### src/rtl/alu_arbiter.sv
`default_nettype none
// ============================================================================
// Module      : alu_arbiter
// Description : Round-robin arbiter granting two requesters access to a shared
//               4-bit combinational ALU, with a single-entry response port.
// Revision    : 1.0 - initial release
// ============================================================================
module alu_arbiter #(
    parameter int DW = 4
) (
    input  logic          clk,
    input  logic          rst,
    input  logic          r0_valid,
    output logic          r0_ready,
    input  logic [DW-1:0] r0_a,
    input  logic [DW-1:0] r0_b,
    input  logic [3:0]    r0_sel,
    input  logic          r0_cin,
    input  logic          r1_valid,
    output logic          r1_ready,
    input  logic [DW-1:0] r1_a,
    input  logic [DW-1:0] r1_b,
    input  logic [3:0]    r1_sel,
    input  logic          r1_cin,
    output logic [DW-1:0] alu_a,
    output logic [DW-1:0] alu_b,
    output logic [3:0]    alu_sel,
    output logic          alu_cin,
    input  logic [DW-1:0] alu_out,
    input  logic          alu_cout,
    output logic          rsp_valid,
    input  logic          rsp_ready,
    output logic          rsp_id,
    output logic [DW-1:0] rsp_data,
    output logic          rsp_cout,
    output logic          rsp_err,
    output logic          busy
);

    typedef enum logic [1:0] {
        ST_IDLE = 2'd0,
        ST_EXEC = 2'd1,
        ST_RESP = 2'd2
    } state_t;

    state_t        r_state;
    state_t        w_next;
    logic          r_last_grant;
    logic [DW-1:0] r_op_a;
    logic [DW-1:0] r_op_b;
    logic [3:0]    r_op_sel;
    logic          r_op_cin;
    logic          r_rsp_id;
    logic [DW-1:0] r_rsp_data;
    logic          r_rsp_cout;
    logic          r_rsp_err;

    logic          w_grant_id;
    logic          w_accept;
    logic          w_illegal;
    logic [DW-1:0] w_in_a;
    logic [DW-1:0] w_in_b;
    logic [3:0]    w_in_sel;
    logic          w_in_cin;

    // A tie goes to the requester that was not served last.
    always_comb begin
        w_grant_id = (r0_valid & r1_valid) ? ~r_last_grant : r1_valid;
        w_accept   = (r_state == ST_IDLE) & (r0_valid | r1_valid);
        r0_ready   = w_accept & ~w_grant_id;
        r1_ready   = w_accept &  w_grant_id;
        w_in_a     = w_grant_id ? r1_a   : r0_a;
        w_in_b     = w_grant_id ? r1_b   : r0_b;
        w_in_sel   = w_grant_id ? r1_sel : r0_sel;
        w_in_cin   = w_grant_id ? r1_cin : r0_cin;
        // Unassigned opcodes x11x, and divide by zero.
        w_illegal  = (w_in_sel[2:1] == 2'b11) ||
                     ((w_in_sel == 4'b0011) && (w_in_b == '0));
    end

    always_comb begin
        w_next = r_state;
        case (r_state)
            ST_IDLE: if (w_accept) w_next = w_illegal ? ST_RESP : ST_EXEC;
            ST_EXEC: w_next = ST_RESP;
            ST_RESP: if (rsp_ready) w_next = ST_IDLE;
            default: w_next = ST_IDLE;
        endcase
    end

    always_ff @(posedge clk or posedge rst) begin
        if (rst) r_state <= ST_IDLE;
        else     r_state <= w_next;
    end

    always_ff @(posedge clk or posedge rst) begin
        if (rst) begin
            r_last_grant <= 1'b1;
            r_op_a       <= '0;
            r_op_b       <= '0;
            r_op_sel     <= '0;
            r_op_cin     <= 1'b0;
            r_rsp_id     <= 1'b0;
            r_rsp_data   <= '0;
            r_rsp_cout   <= 1'b0;
            r_rsp_err    <= 1'b0;
        end else if (w_accept) begin
            r_last_grant <= w_grant_id;
            r_op_a       <= w_in_a;
            r_op_b       <= w_in_b;
            r_op_sel     <= w_in_sel;
            r_op_cin     <= w_in_cin;
            r_rsp_id     <= w_grant_id;
            if (w_illegal) begin
                r_rsp_data <= '0;
                r_rsp_cout <= 1'b0;
                r_rsp_err  <= 1'b1;
            end
        end else if (r_state == ST_EXEC) begin
            // Carry-out is only meaningful for add and subtract.
            r_rsp_data <= alu_out;
            r_rsp_cout <= (r_op_sel[3:1] == 3'b000) & alu_cout;
            r_rsp_err  <= 1'b0;
        end
    end

    assign alu_a     = r_op_a;
    assign alu_b     = r_op_b;
    assign alu_sel   = r_op_sel;
    assign alu_cin   = r_op_cin;
    assign rsp_valid = (r_state == ST_RESP);
    assign rsp_id    = r_rsp_id;
    assign rsp_data  = r_rsp_data;
    assign rsp_cout  = r_rsp_cout;
    assign rsp_err   = r_rsp_err;
    assign busy      = (r_state != ST_IDLE);

endmodule
`default_nettype wire

### config.mk
export PLATFORM = sky130hd
export DESIGN_NAME = alu_arbiter
export DESIGN_NICKNAME = d
export VERILOG_FILES = /design/src/rtl/alu_arbiter.sv
export SDC_FILE = /design/constraint.sdc
export NUM_CORES = 1
export LEC_CHECK = 0
export CAP_MARGIN = 20
export CORE_MARGIN = 5
export CORE_UTILIZATION = 47
export DETAILED_ROUTE_END_ITERATION = 12
export DONT_BUFFER_PORTS = 1
export PLACE_DENSITY = 0.67
export SLEW_MARGIN = 5
export SYNTH_ARGS = -nofsm -noshare
export SYNTH_HDL_FRONTEND = slang
export SYNTH_SLANG_ARGS = --single-unit
### constraint.sdc
create_clock -name clk -period 1.75 [get_ports clk]
set_input_delay 0.35 -clock clk [delete_from_list [all_inputs] [get_ports clk]]
set_output_delay 0.35 -clock clk [all_outputs]
set_load 0.02 [all_outputs]
==> out/metrics.csv <==
stage,metric,value,unit
floorplanning,area of the core,2212,um^2
floorplanning,die span in y,58.35,um
floorplanning,Rows,17,
setup_path,WP data arrival,1330,ps
timing,Highest Clock Rate,594.0,MHz
synth,Netlist cell types,30,
cells_and_area,register area,579.3,um^2
grt,number of global-route vias before repair,928,
routing,final WL,2.627,mm
grt,global-route wire length before repair,4.257,mm
cells_and_area,Multi-input gate area,518.0,um^2
synth,Mapped Cells,117,
routing,DRT iter0 DRCs,10,
setup_path,crit path max fanout,8,
synth,part of the Yosys area used for sequential elements,52.51,%
power_and_ir_drop,Logic pwr share,35.8,%
cells_and_area,post-layout util,56.05,%
job,MaxCap Viol Count,0,
run_status,outcome,"finished, final reports clean",
grt,met2 usage,26.95,%
setup_path,WS Path Type,reg2out,
timing,# setup viols final,0,
floorplanning,Die ar.,3404,um^2
placed_design,Placer Congestion,0.8173,
power_and_ir_drop,Power per Cell Area,1910,nW/um^2
timing,max-slew violations,0,
power_and_ir_drop,switching pwr,1.117,mW
power_and_ir_drop,clock share of power,10.2,%
min_path,HP Class,in2reg,
placed_design,Port-buffer cells,0,
cells_and_area,share of layout cells above drive strength 1,22.40,%
power_and_ir_drop,switching share of power,47.17,%
cells_and_area,number of nets in the layout,162,
grt,initial antenna violation count,0,
grt,met3 Usage GRT,5.263,%
routing,DRC,0,
floorplanning,# IOs,60,
cells_and_area,"most common cell after layout, fill and taps aside",nand2_1,
cells_and_area,P&R area growth vs syn,12.87,%
timing,Slew headroom,66.71,%
timing,Sum Neg Setup Slack,0,ps
timing,worst slew pin tran,498.7,ps
synth,Synth Cell Area,1099,um^2
timing,min Tclk post-route,1683,ps
synth,Ys Warns,0,
power_and_ir_drop,power share of the sequential group,54.0,%
cells_and_area,"commonest non-fill, non-tap cells in the layout","29 x nand2_1, 20 x dfrtp_1, 10 x a31oi_1",
setup_path,"Slowest-stage cell, CP",dfrtp_2,
grt,met1 usage,18.99,%
clocking,TritonCTS clock tree,built,
clocking,Worst-Skew Late Latency,310,ps
setup_path,Worst setup EP type,output pin,
power_and_ir_drop,leakage dissipation,0.5640,nW
placed_design,HPWL after DPL,1.978,mm
clocking,H-tree Lvls,1,
routing,wire length per cell,17.17,um
grt,largest net degree at the start of global routing,22,
setup_path,Setup crit start kind,flop,
routing,post-route ant nets,0,
routing,drt pass-1 iters,4,
clocking,Root Driver,clkbuf_4,
power_and_ir_drop,overall power,2.368,mW
clocking,TritonCTS Sinks,23,
floorplanning,initial core utilization,49.66,%
power_and_ir_drop,maximum vdd drop,1.181,mV
synth,mean post-synth cell area,9.389,um^2
placed_design,placed insts,145,
synth,Post-Syn Nets,153,
routing,Avg Vias per Cell,5.706,
routing,Vias,873,
setup_path,crit-path cells,or2_4 > nor2_2 > buf_6,
timing,final hold vios,0,
floorplanning,DIE WIDTH,58.35,um
timing,period utilization,96.19,%
grt,gr ovfl total,0,
clocking,clock-pin slew on the worst setup and hold paths,120,ps
timing,Clock Skew,1.891,ps
cells_and_area,antenna diode count,0,
power_and_ir_drop,Int Power,1.251,mW
cells_and_area,final non-filler cell total,153,
grt,GRT busiest layer,met2,
cells_and_area,Layout fillers,213,
clocking,CTS buffer count,3,
grt,total track usage,16.27,%
synth,synthesized flop and latch total,23,
clocking,maximum root-to-sink buffer count,2,
setup_path,required time of the critical path,1400,ps
setup_path,CP peak stage delay,480,ps
## area by class of cell
cell class	instances	area share [%]
flip-flops and latches	23	46.72
multi-input cells	86	41.78
repair buffers	8	5.348
well taps	28	2.825
clock buffers	4	2.119
inverters	4	1.211
## metal layers
metal	vias to the layer above	wire length, um
met5	-	0
met4	0	34
met3	4	263
met2	48	1319
met1	401	1010
li1	420	-
## cell usage after synthesis
master,instances,area (um^2)
nor2b_2,1,8.760
nor3_1,1,5.000
a21boi_4,1,18.77
nand2_4,1,11.26
nor2_2,3,18.77
o22ai_1,1,6.260
o21a_4,1,15.01
nor2_1,11,41.29
nand2b_1,1,6.260
a211o_1,1,8.760
o21ai_0,2,10.01
nand2_2,1,6.260
buf_4,1,7.510
nand3_1,5,25.02
dfrtp_1,22,550.5
buf_2,3,15.01
nor3_2,1,10.01
o21a_1,1,7.510
a21o_1,2,15.01
o21ai_1,2,10.01
dfstp_2,1,26.28
nand2_1,29,108.9
a21bo_4,1,16.27
or2_1,1,6.260
inv_1,4,15.01
nor2b_1,1,6.260
a22oi_1,5,37.54
or4b_2,1,10.01
a31oi_1,10,62.56
nor4_1,2,12.51
## power by group through the flow
stage | sequential (mW) | combinational (mW) | clock (mW)
after CTS | 1.27 | 0.763 | 0.247
final | 1.28 | 0.848 | 0.242
after detailed placement | 1.27 | 0.753 | 0
after global routing | 1.31 | 0.961 | 0.278
after floorplan | 1.21 | 0.628 | 0
after global placement | 1.27 | 0.727 | 0
## flip-flops by register name (all words and copies together) (netlist names)
signal and flops:
alu_sel 4, rsp_id 1, alu_b 4, rsp_data 4
alu_a 4, alu_cin 1, r_state 2, r_last_grant 1
rsp_cout 1, rsp_err 1
## stage by stage
| step | setup slack (ps) | hold slack [ps] | instance area [um^2] |
|---|---|---|---|
| 5_1_grt | -2.848 | 122.9 | 1240 |
| 4_1_cts | -32.51 | 146.4 | 1185 |
| 6_report | 66.61 | 151.0 | 1240 |
| 2_1_floorplan | 298.6 | 351.2 | 1099 |
| 3_5_place_dp | 207.2 | 297.7 | 1141 |
| 3_3_place_gp | 275.8 | 293.6 | 1141 |
## cell families (layout without fill, tap and decap cells)
family / after synthesis / in the layout / synth area share, %
buffers and inverters: 8 / 16 / 3.416
DFF: 23 / 23 / 52.51
AOI/OAI and AO/OA: 27 / 27 / 18.91
and+or+nand+nor: 59 / 59 / 25.17
## final timing paths
kind,endpoint,slack (ps),cells past startpoint,start
max,r1_ready,70,3,r_state[1]
min,alu_a[2],150,2,r0_a[2]
max reg2reg,r_state[1],300,6,r_last_grant
min reg2reg,r_last_grant,550,1,r_last_grant
min in group asynchronous,rsp_data[3],500,2,rst
max in group asynchronous,alu_sel[0],730,3,rst
## what timing repair did
item	4_1_cts	5_1_grt
gates resized for setup	2	9
hold buffers	1	0
hold endpoints to repair	12	0
setup buffers	0	3
setup endpoints to repair	2	2
pin swaps	0	2
## worst max-delay path, delay by kind of cell, from the launching register on
| family | cells | cell delay (ps) |
|---|---|---|
| flops | 1 | 480 |
| simple gates | 2 | 390 |
| buf+inv | 1 | 160 |
Power figures use the tool's default switching activity.
